**src/rtl/sfp_std2slf.sv**
```systemverilog
// IEEE754 single -> 26-bit self-defined float, 4-stage pipeline, one word per clock.
// Optional round-half-up is enabled with `define SFP_STD2SLF_RND_EN (truncation otherwise).
module sfp_std2slf (
  input  logic        i_clk,
  input  logic        i_rst,
  input  logic        i_req,
  input  logic [31:0] i_dat,
  output logic        o_vld,
  output logic [25:0] o_dat
);

  logic [4:1] vld_pipe;

  // P1: unpack/classify
  logic        s1_sgn, s1_zero, s1_inf, s1_nan, s1_den;
  logic [7:0]  s1_exp;
  logic [23:0] s1_man;

  // P2: normalize count
  logic              s2_sgn, s2_kill, s2_inf;
  logic [23:0]       s2_man;
  logic [4:0]        s2_lz;
  logic signed [9:0] s2_ei;

  // P3: aligned magnitude and exponent
  logic        s3_sgn;
  logic [16:0] s3_m;
  logic [7:0]  s3_e;

  function automatic logic [4:0] lzc(input logic [23:0] v);
    lzc = 5'd0;
    for (int i = 0; i < 24; i++)
      if (v[i]) lzc = 5'(23 - i);
  endfunction

  logic [4:0]        lz_c;
  logic signed [9:0] ei_c;
  assign lz_c = lzc(s1_man);
  assign ei_c = s1_den ? (-10'sd126 - $signed({5'd0, lz_c}))
                       : ($signed({2'b00, s1_exp}) - 10'sd127);

  logic [23:0]       mn;
  logic signed [9:0] ea, sh;
  logic [16:0]       mq;
`ifdef SFP_STD2SLF_RND_EN
  logic [17:0]       sum;
`endif

  always_comb begin
    mn = s2_man << s2_lz;
    ea = s2_ei;
    sh = '0;
    // Below the format's exponent floor: denormalize into e = -128.
    if (s2_ei < -10'sd128) begin
      sh = -10'sd128 - s2_ei;
      mn = (sh > 10'sd23) ? 24'd0 : (mn >> sh[4:0]);
      ea = -10'sd128;
    end
`ifdef SFP_STD2SLF_RND_EN
    sum = {1'b0, mn[23:7]} + {17'd0, mn[6]};
    mq  = sum[16:0];
    if (sum[17]) begin
      mq = 17'h10000;
      ea = ea + 10'sd1;
    end
    if (ea == 10'sd128) begin
      mq = 17'h1FFFF;
      ea = 10'sd127;
    end
`else
    mq = mn[23:7];
`endif
    // Special classes override the arithmetic result.
    if (s2_inf) begin
      mq = 17'h1FFFF;
      ea = 10'sd127;
    end
    if (s2_kill) mq = 17'd0;
  end

  // P4: sign-apply and pack; a zero magnitude always packs to all-zero.
  logic [17:0] f_c;
  logic [25:0] dat_c;
  always_comb begin
    f_c   = s3_sgn ? (18'd0 - {1'b0, s3_m}) : {1'b0, s3_m};
    dat_c = (s3_m == 17'd0) ? 26'd0 : {f_c[17], s3_e, f_c[16:0]};
  end

  always_ff @(posedge i_clk or negedge i_rst) begin
    if (!i_rst) begin
      vld_pipe <= '0;
      s1_sgn <= 1'b0; s1_zero <= 1'b0; s1_inf <= 1'b0; s1_nan <= 1'b0; s1_den <= 1'b0;
      s1_exp <= '0;   s1_man  <= '0;
      s2_sgn <= 1'b0; s2_kill <= 1'b0; s2_inf <= 1'b0;
      s2_man <= '0;   s2_lz   <= '0;   s2_ei  <= '0;
      s3_sgn <= 1'b0; s3_m    <= '0;   s3_e   <= '0;
      o_dat  <= '0;
    end else begin
      vld_pipe <= {vld_pipe[3:1], i_req};
      if (i_req) begin
        s1_sgn  <= i_dat[31];
        s1_exp  <= i_dat[30:23];
        s1_man  <= {i_dat[30:23] != 8'd0, i_dat[22:0]};
        s1_zero <= (i_dat[30:23] == 8'd0)   && (i_dat[22:0] == 23'd0);
        s1_inf  <= (i_dat[30:23] == 8'hFF)  && (i_dat[22:0] == 23'd0);
        s1_nan  <= (i_dat[30:23] == 8'hFF)  && (i_dat[22:0] != 23'd0);
        s1_den  <= (i_dat[30:23] == 8'd0)   && (i_dat[22:0] != 23'd0);
      end
      if (vld_pipe[1]) begin
        s2_sgn  <= s1_sgn;
        s2_man  <= s1_man;
        s2_lz   <= s1_den ? lz_c : 5'd0;
        s2_ei   <= ei_c;
        s2_kill <= s1_zero | s1_nan;
        s2_inf  <= s1_inf;
      end
      if (vld_pipe[2]) begin
        s3_sgn <= s2_sgn;
        s3_m   <= mq;
        s3_e   <= ea[7:0];
      end
      if (vld_pipe[3]) o_dat <= dat_c;
    end
  end

  assign o_vld = vld_pipe[4];

endmodule
```
**config.mk**
```make
export PLATFORM = sky130hd
export DESIGN_NAME = sfp_std2slf
export DESIGN_NICKNAME = d
export VERILOG_FILES = /design/src/rtl/sfp_std2slf.sv
export SDC_FILE = /design/constraint.sdc
export NUM_CORES = 1
export LEC_CHECK = 0
export BUFFER_PORTS_ARGS = -buffer_cell sky130_fd_sc_hd__clkbuf_2
export CAP_MARGIN = 25
export CORE_UTILIZATION = 41
export DETAILED_ROUTE_END_ITERATION = 16
export HOLD_SLACK_MARGIN = 0.15
export SLEW_MARGIN = 40
export SYNTH_ARGS = -nofsm -noshare
export SYNTH_HDL_FRONTEND = slang
export SYNTH_SLANG_ARGS = --single-unit
```
**constraint.sdc**
```tcl
create_clock -name i_clk -period 7.55 [get_ports i_clk]
set_input_delay 1.1325 -clock i_clk [delete_from_list [all_inputs] [get_ports i_clk]]
set_output_delay 1.1325 -clock i_clk [all_outputs]
set_load 0.01 [all_outputs]
```
== Yosys cells after proc, flatten, opt, wreduce, memory -nomap -nowiden ==
Index checks and enable logic that the tools add are counted.

* Flip-flop bits (word level): 135
* Input port bits: 35
* Logic and storage cells: 71

* $add $sub $neg: 4
* Order comparisons: 2
* Equality and inequality tests: 1
* Shift operators: 2
* Mux-type cells: 34
* Bitwise operators: 1
* Reductions and logical operators: 9

{| class="wikitable"
|+ Operators with widths
! cell !! number
|-
| $mux 5 || 25
|-
| $mux 24 || 2
|-
| $mux 17 || 2
|-
| $mux 26 || 1
|-
| $shl 24x5->24 || 1
|-
| $shr 24x5->24 || 1
|-
| $logic_not 23->1 || 1
|-
| $reduce_bool 23->1 || 1
|-
| $mux 18 || 1
|-
| $sub 1x17->18 const A || 1
|-
| $logic_not 17->1 || 1
|-
| $mux 8 || 2
|-
| $gt 10x6->1 const B || 1
|-
| $lt 10x8->1 const B || 1
|-
| $mux 10 || 1
|-
| $sub 8x10->10 const A || 1
|-
| $sub 8x6->9 const A || 1
|-
| $sub 8x7->9 const B || 1
|-
| $eq 8x8->1 const B || 1
|-
| $logic_not 8->1 || 1
|-
| $reduce_bool 8->1 || 1
|-
| $logic_and 1x1->1 || 4
|-
| $or 1x1->1 || 1
|}

== Logic depth before layout (Yosys ltp) ==
Gate-level depths: netlist of run 1.

* Depth after elaboration: 26
* Gate-level depth with buffers: 12
* Depth with buffers taken out: 11

== Worst setup path after synthesis of run 1 ==
OpenSTA, ideal clock, no wires.

* Path type: register -> register
* Start point: register s3_m[1]
* End point: register o_dat[10]
* Setup time: 0.141 ns
* Arrival: 2.679 ns
* Required time: 7.409 ns
* Slack: 4.730 ns
* Stages on the path, launching flop included: 13
* Path buffers: 2
* Clock period less this slack: 2.820 ns
* Path through: dfrtp_1 -> inv_1 -> ha_1 -> nand2_1 -> or3_1 -> or3_1 -> or4_1 -> nor2_1 -> ha_1 -> nand2b_1 -> clkbuf_1 -> clkbuf_1 -> o22ai_1

* Longest elaborated chain between the ends: 3
* Elaborated cells between the ends (all ways): 4
* Those cells by class: add/sub: 1; mux: 2; reduce/logical: 1

{| class="wikitable"
|+ Ends and longest elaborated chain
! element !! line !! RTL
|-
| start: declaration || 27 || <nowiki>logic [16:0] s3_m;</nowiki>
|-
| start signal: assignment || 119 || <nowiki>s3_m <= mq;</nowiki>
|-
| $sub 1x17->18 || 85 || <nowiki>f_c = s3_sgn ? (18'd0 - {1'b0, s3_m}) : {1'b0, s3_m};</nowiki>
|-
| $mux 18 || 85 ||
|-
| $mux 26 (*) || 86 || <nowiki>dat_c = (s3_m == 17'd0) ? 26'd0 : {f_c[17], s3_e, f_c[16:0]};</nowiki>
|-
| end signal: assignment || 122 || <nowiki>if (vld_pipe[3]) o_dat <= dat_c;</nowiki>
|-
| end: declaration || 9 || <nowiki>output logic [25:0] o_dat</nowiki>
|}

Every way passes the cells marked *; elsewhere a longest branch is shown, timed or not.
A chain may end at the register's enable or synchronous reset.

== Worst setup path after layout of run 1 ==
* Start point: register s2_ei[0]
* End point: register s3_m[4]

* Longest elaborated chain between the ends: 6
* Elaborated cells between the ends (all ways): 8
* Those cells by class: add/sub: 1; order compare: 2; shift: 1; mux: 4

{| class="wikitable"
|+ Ends and longest elaborated chain
! element !! line !! RTL
|-
| start: declaration || 23 || <nowiki>logic signed [9:0] s2_ei;</nowiki>
|-
| start signal: assignment || 113 || <nowiki>s2_ei <= ei_c;</nowiki>
|-
| $sub 8x10->10 || 55 || <nowiki>sh = -10'sd128 - s2_ei;</nowiki>
|-
| $gt 10x6->1 / $shr 24x5->24 (equally long branches) || 56 || <nowiki>mn = (sh > 10'sd23) ? 24'd0 : (mn >> sh[4:0]);</nowiki>
|-
| $mux 24 || 56 ||
|-
| $mux 24 (*) || 54 || <nowiki>if (s2_ei < -10'sd128) begin</nowiki>
|-
| $mux 17 (*) || 74 || <nowiki>if (s2_inf) begin</nowiki>
|-
| $mux 17 (*) || 78 || <nowiki>if (s2_kill) mq = 17'd0;</nowiki>
|}

Marks and branches as above.

==> flow_metrics.env, run 1 <==
export IMPL_status="finished, final reports clean"
export IMPL_p_per_area_nw_per_um2=251
export IMPL_area_growth_pct=12.7
export IMPL_cp_max_fo=21
export IMPL_synth_top_family_by_area="multiplexers"
export IMPL_regArea_sq_um=3350
export IMPL_rsz0062_at_grt="no"
export IMPL_multiInputGateArea_sq_um=4430
export IMPL_fin_tns_setup_ps=0
export IMPL_cts_path_max_buffers=2
export IMPL_first_iter_violations=364
export IMPL_yosysTopAreaCell="dfrtp_1"
export IMPL_slowest_delay_ps=810
export IMPL_post_cts_buffers=0
export IMPL_layout_common_cells="dfrtp_1 (133), nor2_1 (73), mux2_2 (65)"
export IMPL_hp_start="s3_e[0]$_DFFE_PN0P_"
export IMPL_clock_latency_ps=430
export IMPL_row_count=51
export IMPL_grt_max_degree=71
export IMPL_cts_hold_buf=0
export IMPL_synth_simple_gate_area_share_pct=13.3
export IMPL_finalHoldViolations=0
export IMPL_htree_num_levels=4
export IMPL_placed_cells=1106
export IMPL_post_route_cells_drive_above_1_share_pct=22.8
export IMPL_synth_ff_type="dfrtp_1"
export IMPL_layout_min_cycle_time_ps=3620
export IMPL_dieHeight_um=144
export IMPL_path_class="flip-flop to flip-flop"
export IMPL_fin_nets=900
export IMPL_dieArea_sq_um=20700
export IMPL_tightestPinTransition_ps=822
export IMPL_r2r_start="s2_ei[0]$_DFFE_PN0P_"
export IMPL_wl_um=21700
export IMPL_path_buf_inv=1
export IMPL_setup_worst_path_start="s2_ei[0]$_DFFE_PN0P_"
export IMPL_avgSynthCellArea_sq_um=10.0
export IMPL_setup_viol=0
export IMPL_cp_required_ps=7900
export IMPL_cts_sinks=134
export IMPL_layout_commonest_cell="dfrtp_1"
export IMPL_cts_buffers=17
export IMPL_syn_area_sq_um=8250
export IMPL_ant_nets=0
export IMPL_muxShareOfSynthArea_pct=18.6
export IMPL_wire_per_inst_um=19.1
export IMPL_synthAdderAreaFrac_pct=0.758
export IMPL_dp_final_hpwl_um=15800
export IMPL_synth_top_area_share_pct=40.7
export IMPL_synth_edf_count=0
export IMPL_fillers=1912
export IMPL_fin_skew_ps=8.14
export IMPL_synth_nets=863
export IMPL_synth_seq_cells=134
export IMPL_grt_overflow_total=0
export IMPL_critPathSlowestCell="dfrtp_1"
export IMPL_leakagePower_nw=3.88
export IMPL_max_freq_ghz=0.277
export IMPL_grt_antenna_before_repair=0
export IMPL_firstDrtPassIters=7
export IMPL_synth_xor_xnor_area_share_pct=2.87
export IMPL_clock_tree_root_cell="clkbuf_16"
export IMPL_start_kind="flip-flop"
export IMPL_drv_slew=0
export IMPL_yosys_top_cells_area="dfrtp_1 (41%), mux2_2 (8.9%), mux4_1 (6.1%)"
export IMPL_vias_per_cell=5.80
export IMPL_clk_pin_slew_worst_paths_ps=60
export IMPL_period_share_pct=47.9
export IMPL_synth_cells=823
export IMPL_async_flop_share_pct=100
export IMPL_grt_usage_pct=22.8
export IMPL_drc=0
export IMPL_ctsResizeCount=0
export IMPL_gp_congestion=0.962
export IMPL_cp_top_family="simple AND/OR/NAND/NOR gates"
export IMPL_instances_no_fill=1138
export IMPL_start_util_pct=42.1
export IMPL_synth_cell_types=78
export IMPL_io_pins=62
export IMPL_port_buffers=61
export IMPL_cts_tree="done"
export IMPL_chipWidth_um=144
export IMPL_endpoint_kind="flip-flop"
export IMPL_via_count=6596
export IMPL_yosysSeqAreaShare_pct=40.7
export IMPL_vdd_ir_drop_max_mv=0.170
export IMPL_slew_headroom_pct=44.8
export IMPL_synth_compound_area_share_pct=18.1
export IMPL_arrival_ps=3960
export IMPL_crit_chain="inv_2 -> ha_1 -> nor3b_1 -> xor2_1 -> o21ai_1 -> nor3_1 -> nand2_1 -> o22ai_1 -> a311oi_1 -> a22oi_1"
export IMPL_grt_pass1_vias=6366
export IMPL_holdCritPathClass="flip-flop to flip-flop"
export IMPL_grt_pass1_wl_um=35500
export IMPL_maxCapViolations=0
export IMPL_antennaDiodeCount=0
export IMPL_coreArea_sq_um=19600
export IMPL_yosys_warnings=0
[sequential cells by signal (all words and copies together) (netlist names), 4 cells and up]
register	cells
s3_m	17
s2_ei	9
s2_man	24
s1_man	24
o_dat	26
s1_exp	8
s2_lz	5
s3_e	8
vld_pipe	4
[Yosys cell counts, types with 3 or more instances]
cell	n
clkbuf_1	39
nand2_1	45
a21oi_1	58
or3_1	7
xnor2_1	7
nor3b_1	3
a221oi_1	7
mux4_1	19
buf_2	4
a211oi_1	9
buf_6	4
nor4_1	12
o22ai_1	25
or2_2	5
o22a_1	3
o21a_1	4
a2bb2oi_1	4
o21ai_0	44
a32oi_1	3
or4_1	3
o2bb2ai_1	5
and3_1	4
nand3_1	13
dfrtp_1	134
mux2i_1	11
nand4_1	3
a22oi_1	10
nor2_1	73
o21ai_1	3
nor2b_1	4
a22o_1	4
a31oi_1	9
xor2_1	20
mux4_2	8
inv_1	54
nand2b_1	12
o31ai_1	10
nand3b_1	11
mux2_2	65
ha_1	5
nor3_1	13
[kinds of logic after synthesis]
group / count (synthesis)
simple gates: 219
fa+ha+maj: 5
flops: 134
xor+xnor: 27
mux: 104
compound gates: 225
buf+inv: 109
[worst paths after layout]
path                                         endpoint  slack (ps)  cells after the start
worst max-delay path              s3_m[4]$_DFFE_PN0P_        3930                     10
worst min-delay path            o_dat[17]$_DFFE_PN0P_         510                      2
worst max register to register    s3_m[4]$_DFFE_PN0P_        3930                     10
worst min register to register  o_dat[17]$_DFFE_PN0P_         510                      2
max in group asynchronous        s2_lz[1]$_DFFE_PN0P_        5770                      2
min in group asynchronous          s1_sgn$_DFFE_PN0P_         700                      1
[power breakdown]
part / leakage (nW) / total, mW / internal (mW) / switching [mW]
clock network: 0.266 / 0.822 / 0.470 / 0.352
registers: 1.62 / 0.931 / 0.819 / 0.112
logic: 1.99 / 0.577 / 0.252 / 0.325
[worst min-delay path: cells and delay by family (launching register included)]
kind               cells  cell delay, ps
and+or+nand+nor        1              70
DFF                    1             340
AOI/OAI and AO/OA      1              60
[stage by stage]
stage / area [sq um] / worst slack (ps) / hold slack (ps) / util, % / total power, mW
after CTS: 9290 / 3990 / 509 / 47.4 / 2.35
final: 9290 / 3930 / 507 / 47.4 / 2.33
after global placement: 8700 / 3890 / 486 / 44.4 / 1.52
after global routing: 9290 / 3660 / 528 / 47.4 / 2.47
after detailed placement: 8710 / 4000 / 495 / 44.5 / 1.52
after floorplan: 8250 / 4730 / 352 / - / 1.31
[layout make-up]
type	instances	area share, %
well taps	265	3.57
multi-input cells	580	47.7
inverters	57	2.30
clock buffers	18	4.73
flip-flops and latches	134	36.1
clock inverters	14	1.52
repair buffers	70	4.12
[per-layer routing]
| layer | vias up | global-route usage [%] | routed length [um] |
|---|---|---|---|
| li1 | 3145 | - | - |
| met2 | 189 | 35.3 | 9960 |
| met4 | 0 | 9.63 | 578 |
| met3 | 41 | 4.30 | 1060 |
| met5 | - | 0 | 0 |
| met1 | 3221 | 31.0 | 10100 |
No activity file was read; power rests on OpenSTA's default activity.
==> run 2: changes to the inputs <==
clock period = 3.05 ns   (was 7.55 ns; I/O delays follow)
==> flow_metrics.env, run 2 (synthesis results as in run 1) <==
export IMPL_status="finished, final reports clean"
export IMPL_row_count=51
export IMPL_cts_tree="done"
export IMPL_via_count=6797
export IMPL_placed_cells=1147
export IMPL_htree_num_levels=4
export IMPL_finish_utilization_pct=49.5
export IMPL_setup_worst_path_start="s2_lz[1]$_DFFE_PN0P_"
export IMPL_ant_nets=0
export IMPL_design_area_sq_um=9690
export IMPL_largest_reg_flops=26
export IMPL_vdd_ir_drop_max_mv=0.433
export IMPL_grt_max_degree=87
export IMPL_p_per_area_nw_per_um2=610
export IMPL_post_route_cells_drive_above_1_share_pct=26.9
export IMPL_slew_headroom_pct=43.6
export IMPL_cts_sinks=134
export IMPL_r2r_start="s2_lz[1]$_DFFE_PN0P_"
export IMPL_wire_per_inst_um=19.0
export IMPL_finalPower_mw=5.91
export IMPL_clk_pin_slew_worst_paths_ps=60
export IMPL_crit_end="s3_m[0]$_DFFE_PN0P_"
export IMPL_coreArea_sq_um=19600
export IMPL_antennaDiodeCount=0
export IMPL_r2r_end="s3_m[0]$_DFFE_PN0P_"
export IMPL_instances_no_fill=1180
export IMPL_regToRegSetupSlack_ps=120
export IMPL_cts_path_max_buffers=2
export IMPL_area_growth_pct=17.5
export IMPL_grt_overflow_total=0
export IMPL_fin_nets=942
export IMPL_grt_antenna_before_repair=0
export IMPL_grt_pass1_vias=6429
export IMPL_place_area_sq_um=9060
export IMPL_leakagePower_nw=4.11
export IMPL_start_util_pct=42.1
export IMPL_grt_usage_pct=23.1
export IMPL_period_share_pct=96.2
export IMPL_fin_skew_ps=6.24
export IMPL_biggestRegsByFlops="o_dat x26, s1_man x24, s2_man x24"
export IMPL_cts_buffers=17
export IMPL_tightestPinTransition_ps=840
export IMPL_port_buffers=61
export IMPL_cp_required_ps=3340
export IMPL_holdCritPathClass="input pin to flip-flop"
export IMPL_dieHeight_um=144
export IMPL_finalHoldViolations=0
export IMPL_setup_viol=0
export IMPL_gp_congestion=0.983
export IMPL_path_class="flip-flop to flip-flop"
export IMPL_place_ws_ps=-30.2
export IMPL_reg2regPathDepth=10
export IMPL_dieArea_sq_um=20700
export IMPL_wl_um=22400
export IMPL_drv_slew=0
export IMPL_vias_per_cell=5.76
export IMPL_firstDrtPassIters=8
export IMPL_layout_commonest_cell="dfrtp_1"
export IMPL_first_iter_violations=534
export IMPL_clock_tree_root_cell="clkbuf_16"
export IMPL_maxCapViolations=0
export IMPL_largest_register="o_dat"
export IMPL_start_kind="flip-flop"
export IMPL_finalWorstSetupSlack_ps=116
export IMPL_endpoint_kind="flip-flop"
export IMPL_cp_max_fo=26
export IMPL_arrival_ps=3220
export IMPL_layout_min_cycle_time_ps=2930
export IMPL_dp_final_hpwl_um=16600
export IMPL_drc=0
export IMPL_clock_latency_ps=430
export IMPL_fillers=1889
export IMPL_max_freq_ghz=0.341
export IMPL_chipWidth_um=144
export IMPL_fin_tns_setup_ps=0
export IMPL_io_pins=62
export IMPL_layout_common_cells="dfrtp_1 (132), nor2_1 (73), mux2_2 (65)"
export IMPL_timing_hold_ws_ps=254
export IMPL_grt_pass1_wl_um=36000
==> run 2: cell types whose count changed in the layout (fill, tap and decap cells not counted), sizes merged <==
cell	before	now
buf	10	50
inv	61	58
clkbuf	78	80
clkinv	3	5
bufinv	1	2
clkinvlp	6	5
dlygate4sd3	0	1
==> run 2: worst min-delay path by stage <==
stage / start / endpoint / cells after the start
CTS: i_dat[19] / s1_man[19]$_DFFE_PN0P_ / 3
finish: i_dat[19] / s1_man[19]$_DFFE_PN0P_ / 3
global placement: s3_e[0]$_DFFE_PN0P_ / o_dat[17]$_DFFE_PN0P_ / 2
global route: i_dat[31] / s1_sgn$_DFFE_PN0P_ / 2
detailed placement: s3_e[0]$_DFFE_PN0P_ / o_dat[17]$_DFFE_PN0P_ / 2
floorplan: i_rst / o_dat[0]$_DFFE_PN0P_ / 0
==> run 2: power by group <==
group          switching [mW]  internal (mW)  leakage [nW]
Sequential              0.261           2.03          1.62
Combinational           0.846          0.693          2.22
Clock                   0.844           1.23         0.274
Total                    1.95           3.95          4.11
==> run 2: worst max-delay path, cell delays in order, from the launching register on <==
cell and delay [ps]:
dfrtp_1 390, buf_12 200, mux4_1 590, mux2_2 300, a32oi_1 230, buf_4 200, mux2i_1 80, a31oi_1 220
o31ai_1 100, o21ai_0 330, o22ai_1 160
==> run 2: area by class of cell <==
class                      instances  area (sq um)  share of cell area [%]
sequential                       134          3360                    34.6
clock inverter                    13           149                    1.54
multi-input combinational        580          4450                    45.9
clock buffer                      19           443                    4.57
timing repair buffer             112           749                    7.74
inverter                          57           214                    2.21
tap                              265           332                    3.42
==> run 2: per-layer routing <==
metal | vias up | GRT usage [%] | wire (um)
met3 | 24 | 3.90 | 1160
li1 | 3218 | - | -
met1 | 3335 | 33.4 | 10700
met5 | - | 0 | 0
met2 | 220 | 35.1 | 10200
met4 | 0 | 6.83 | 271
==> run 2: what timing repair did <==
item / 4_1_cts / 5_1_grt
setup endpoints to repair: 1 / 6
gates resized for setup: 1 / 8
hold endpoints to repair: 40 / 0
hold buffers: 1 / 0
setup buffers: 0 / 0
==> run 3: changes to the inputs <==
CELL_PAD_IN_SITES_DETAIL_PLACEMENT = 2   (was not set)
CELL_PAD_IN_SITES_GLOBAL_PLACEMENT = 2   (was not set)
CORE_UTILIZATION = 36   (was 41)
GPL_ROUTABILITY_DRIVEN = 0   (was not set)
PLACE_DENSITY_LB_ADDON = 0.1   (was not set)
==> flow_metrics.env, run 3 (synthesis results as in run 1) <==
export IMPL_status="finished, final reports clean"
export IMPL_path_class="flip-flop to flip-flop"
export IMPL_regToRegSetupSlack_ps=50
export IMPL_dieHeight_um=153
export IMPL_cts_path_max_buffers=2
export IMPL_fin_skew_ps=14.7
export IMPL_endpoint_kind="flip-flop"
export IMPL_clock_tree_root_cell="clkbuf_16"
export IMPL_grt_max_degree=49
export IMPL_layout_common_cells="dfrtp_1 (129), nor2_1 (71), mux2_2 (65)"
export IMPL_post_route_cells_drive_above_1_share_pct=28.7
export IMPL_largest_reg_flops=26
export IMPL_place_ws_ps=-181
export IMPL_dieArea_sq_um=23500
export IMPL_cp_required_ps=3330
export IMPL_pwr_share_comb_pct=26.0
export IMPL_tightestPinTransition_ps=763
export IMPL_grt_usage_pct=24.7
export IMPL_instances_no_fill=1207
export IMPL_reg2regPathDepth=8
export IMPL_first_iter_violations=320
export IMPL_maxCapViolations=0
export IMPL_power_frac_seq_pct=37.1
export IMPL_arrival_ps=3280
export IMPL_slew_headroom_pct=48.8
export IMPL_clk_pin_slew_worst_paths_ps=60
export IMPL_ant_nets=0
export IMPL_htree_num_levels=4
export IMPL_fin_tns_setup_ps=0
export IMPL_internal_power_mw=4.21
export IMPL_vdd_ir_drop_max_mv=0.343
export IMPL_swShare_pct=33.0
export IMPL_row_count=55
export IMPL_crit_end="o_dat[15]$_DFFE_PN0P_"
export IMPL_drc=0
export IMPL_cts_sinks=134
export IMPL_r2r_end="o_dat[15]$_DFFE_PN0P_"
export IMPL_antennaDiodeCount=0
export IMPL_finalWorstSetupSlack_ps=51.1
export IMPL_grt_pass1_vias=7852
export IMPL_coreArea_sq_um=22600
export IMPL_largest_register="o_dat"
export IMPL_finalHoldViolations=0
export IMPL_p_per_area_nw_per_um2=636
export IMPL_setup_worst_path_start="s3_m[2]$_DFFE_PN0P_"
export IMPL_layout_min_cycle_time_ps=3000
export IMPL_hold_depth=3
export IMPL_grt_antenna_before_repair=0
export IMPL_port_buffers=61
export IMPL_rsz0062_at_grt="yes"
export IMPL_holdCritPathClass="input pin to flip-flop"
export IMPL_switchingPower_mw=2.07
export IMPL_period_share_pct=98.3
export IMPL_via_count=6990
export IMPL_setup_viol=0
export IMPL_clock_latency_ps=430
export IMPL_start_kind="flip-flop"
export IMPL_max_freq_ghz=0.333
export IMPL_placed_cells=1169
export IMPL_vias_per_cell=5.79
export IMPL_pwr_share_clk_pct=36.9
export IMPL_wire_per_inst_um=22.9
export IMPL_wl_um=27700
export IMPL_area_growth_pct=19.8
export IMPL_cts_tree="done"
export IMPL_grt_pass1_wl_um=45000
export IMPL_grt_overflow_total=0
export IMPL_cp_max_fo=4
export IMPL_firstDrtPassIters=7
export IMPL_cts_buffers=17
export IMPL_start_util_pct=36.5
export IMPL_fin_nets=950
export IMPL_chipWidth_um=153
export IMPL_fillers=2392
export IMPL_dp_final_hpwl_um=20600
export IMPL_leakagePower_nw=4.20
export IMPL_drv_slew=0
export IMPL_layout_commonest_cell="dfrtp_1"
export IMPL_r2r_start="s3_m[2]$_DFFE_PN0P_"
export IMPL_timing_hold_ws_ps=265
export IMPL_biggestRegsByFlops="o_dat x26, s1_man x24, s2_man x24"
export IMPL_io_pins=62
[run 3: cell types whose count changed in the layout (fill, tap and decap cells not counted), sizes merged]
cell / delta
buf: +8
clkbuf: -2
bufinv: +3
clkinvlp: -5
clkinv: +3
[run 3: final cells by class]
class                           instances  area (sq um)  area share [%]
Multi-Input combinational cell        580          4500            45.6
Sequential cell                       134          3360            34.0
Timing Repair Buffer                  120           798            8.08
Clock buffer                           17           425            4.31
Tap cell                              285           357            3.61
Clock inverter                         14           224            2.27
Inverter                               57           214            2.17
[run 3: what timing repair did]
action / 4_1_cts / 5_1_grt
endpoints found under the setup margin: 16 / 31
pin swaps: 1 / 2
endpoints found under the hold margin: 41 / 0
cloned: 0 / 1
resized for setup: 8 / 18
setup buffers: 1 / 4
hold buffers: 1 / 0
[run 3: critical path, stage by stage (launching register included)]
cell and delay, ps:
dfrtp_2 450, or3_4 390, or3_1 340, or3_4 350, or3_4 340, or3_4 380, o41ai_4 260, xor2_1 240
o22ai_1 110
[run 3: per-layer routing]
metal,GRT usage (%),wire (um),share of wire [%]
met4,6.86,523,1.9
met5,0,0,0
met1,30.2,11900,43
met3,3.63,635,2.3
met2,45.0,14600,53
[run 3: how the worst min path moves through the flow]
stage              start                endpoint  slack, ps
2_1_floorplan      i_rst    o_dat[0]$_DFFE_PN0P_        160
3_3_place_gp       i_rst   o_dat[10]$_DFFE_PN0P_        410
3_5_place_dp       i_rst   o_dat[10]$_DFFE_PN0P_        420
4_1_cts         i_dat[8]   s1_man[8]$_DFFE_PN0P_        260
5_1_grt        i_dat[31]      s1_sgn$_DFFE_PN0P_        260
6_report       i_dat[22]  s1_man[22]$_DFFE_PN0P_        270
[run 3: power by group through the flow]
stage               Combinational [mW]  Sequential (mW)  Clock, mW
floorplan                        0.990             2.26          0
global placement                  1.52             2.33          0
detailed placement                1.58             2.36          0
CTS                               1.62             2.33       2.36
global route                      1.78             2.37       2.43
finish                            1.63             2.33       2.32
[run 3: stage by stage]
| stage | total power, mW | utilization, % | cell area [sq um] |
|---|---|---|---|
| 2_1_floorplan | 3.25 | - | 8250 |
| 3_3_place_gp | 3.85 | 40.2 | 9080 |
| 3_5_place_dp | 3.94 | 40.2 | 9080 |
| 4_1_cts | 6.31 | 43.3 | 9770 |
| 5_1_grt | 6.58 | 43.8 | 9880 |
| 6_report | 6.28 | 43.8 | 9880 |
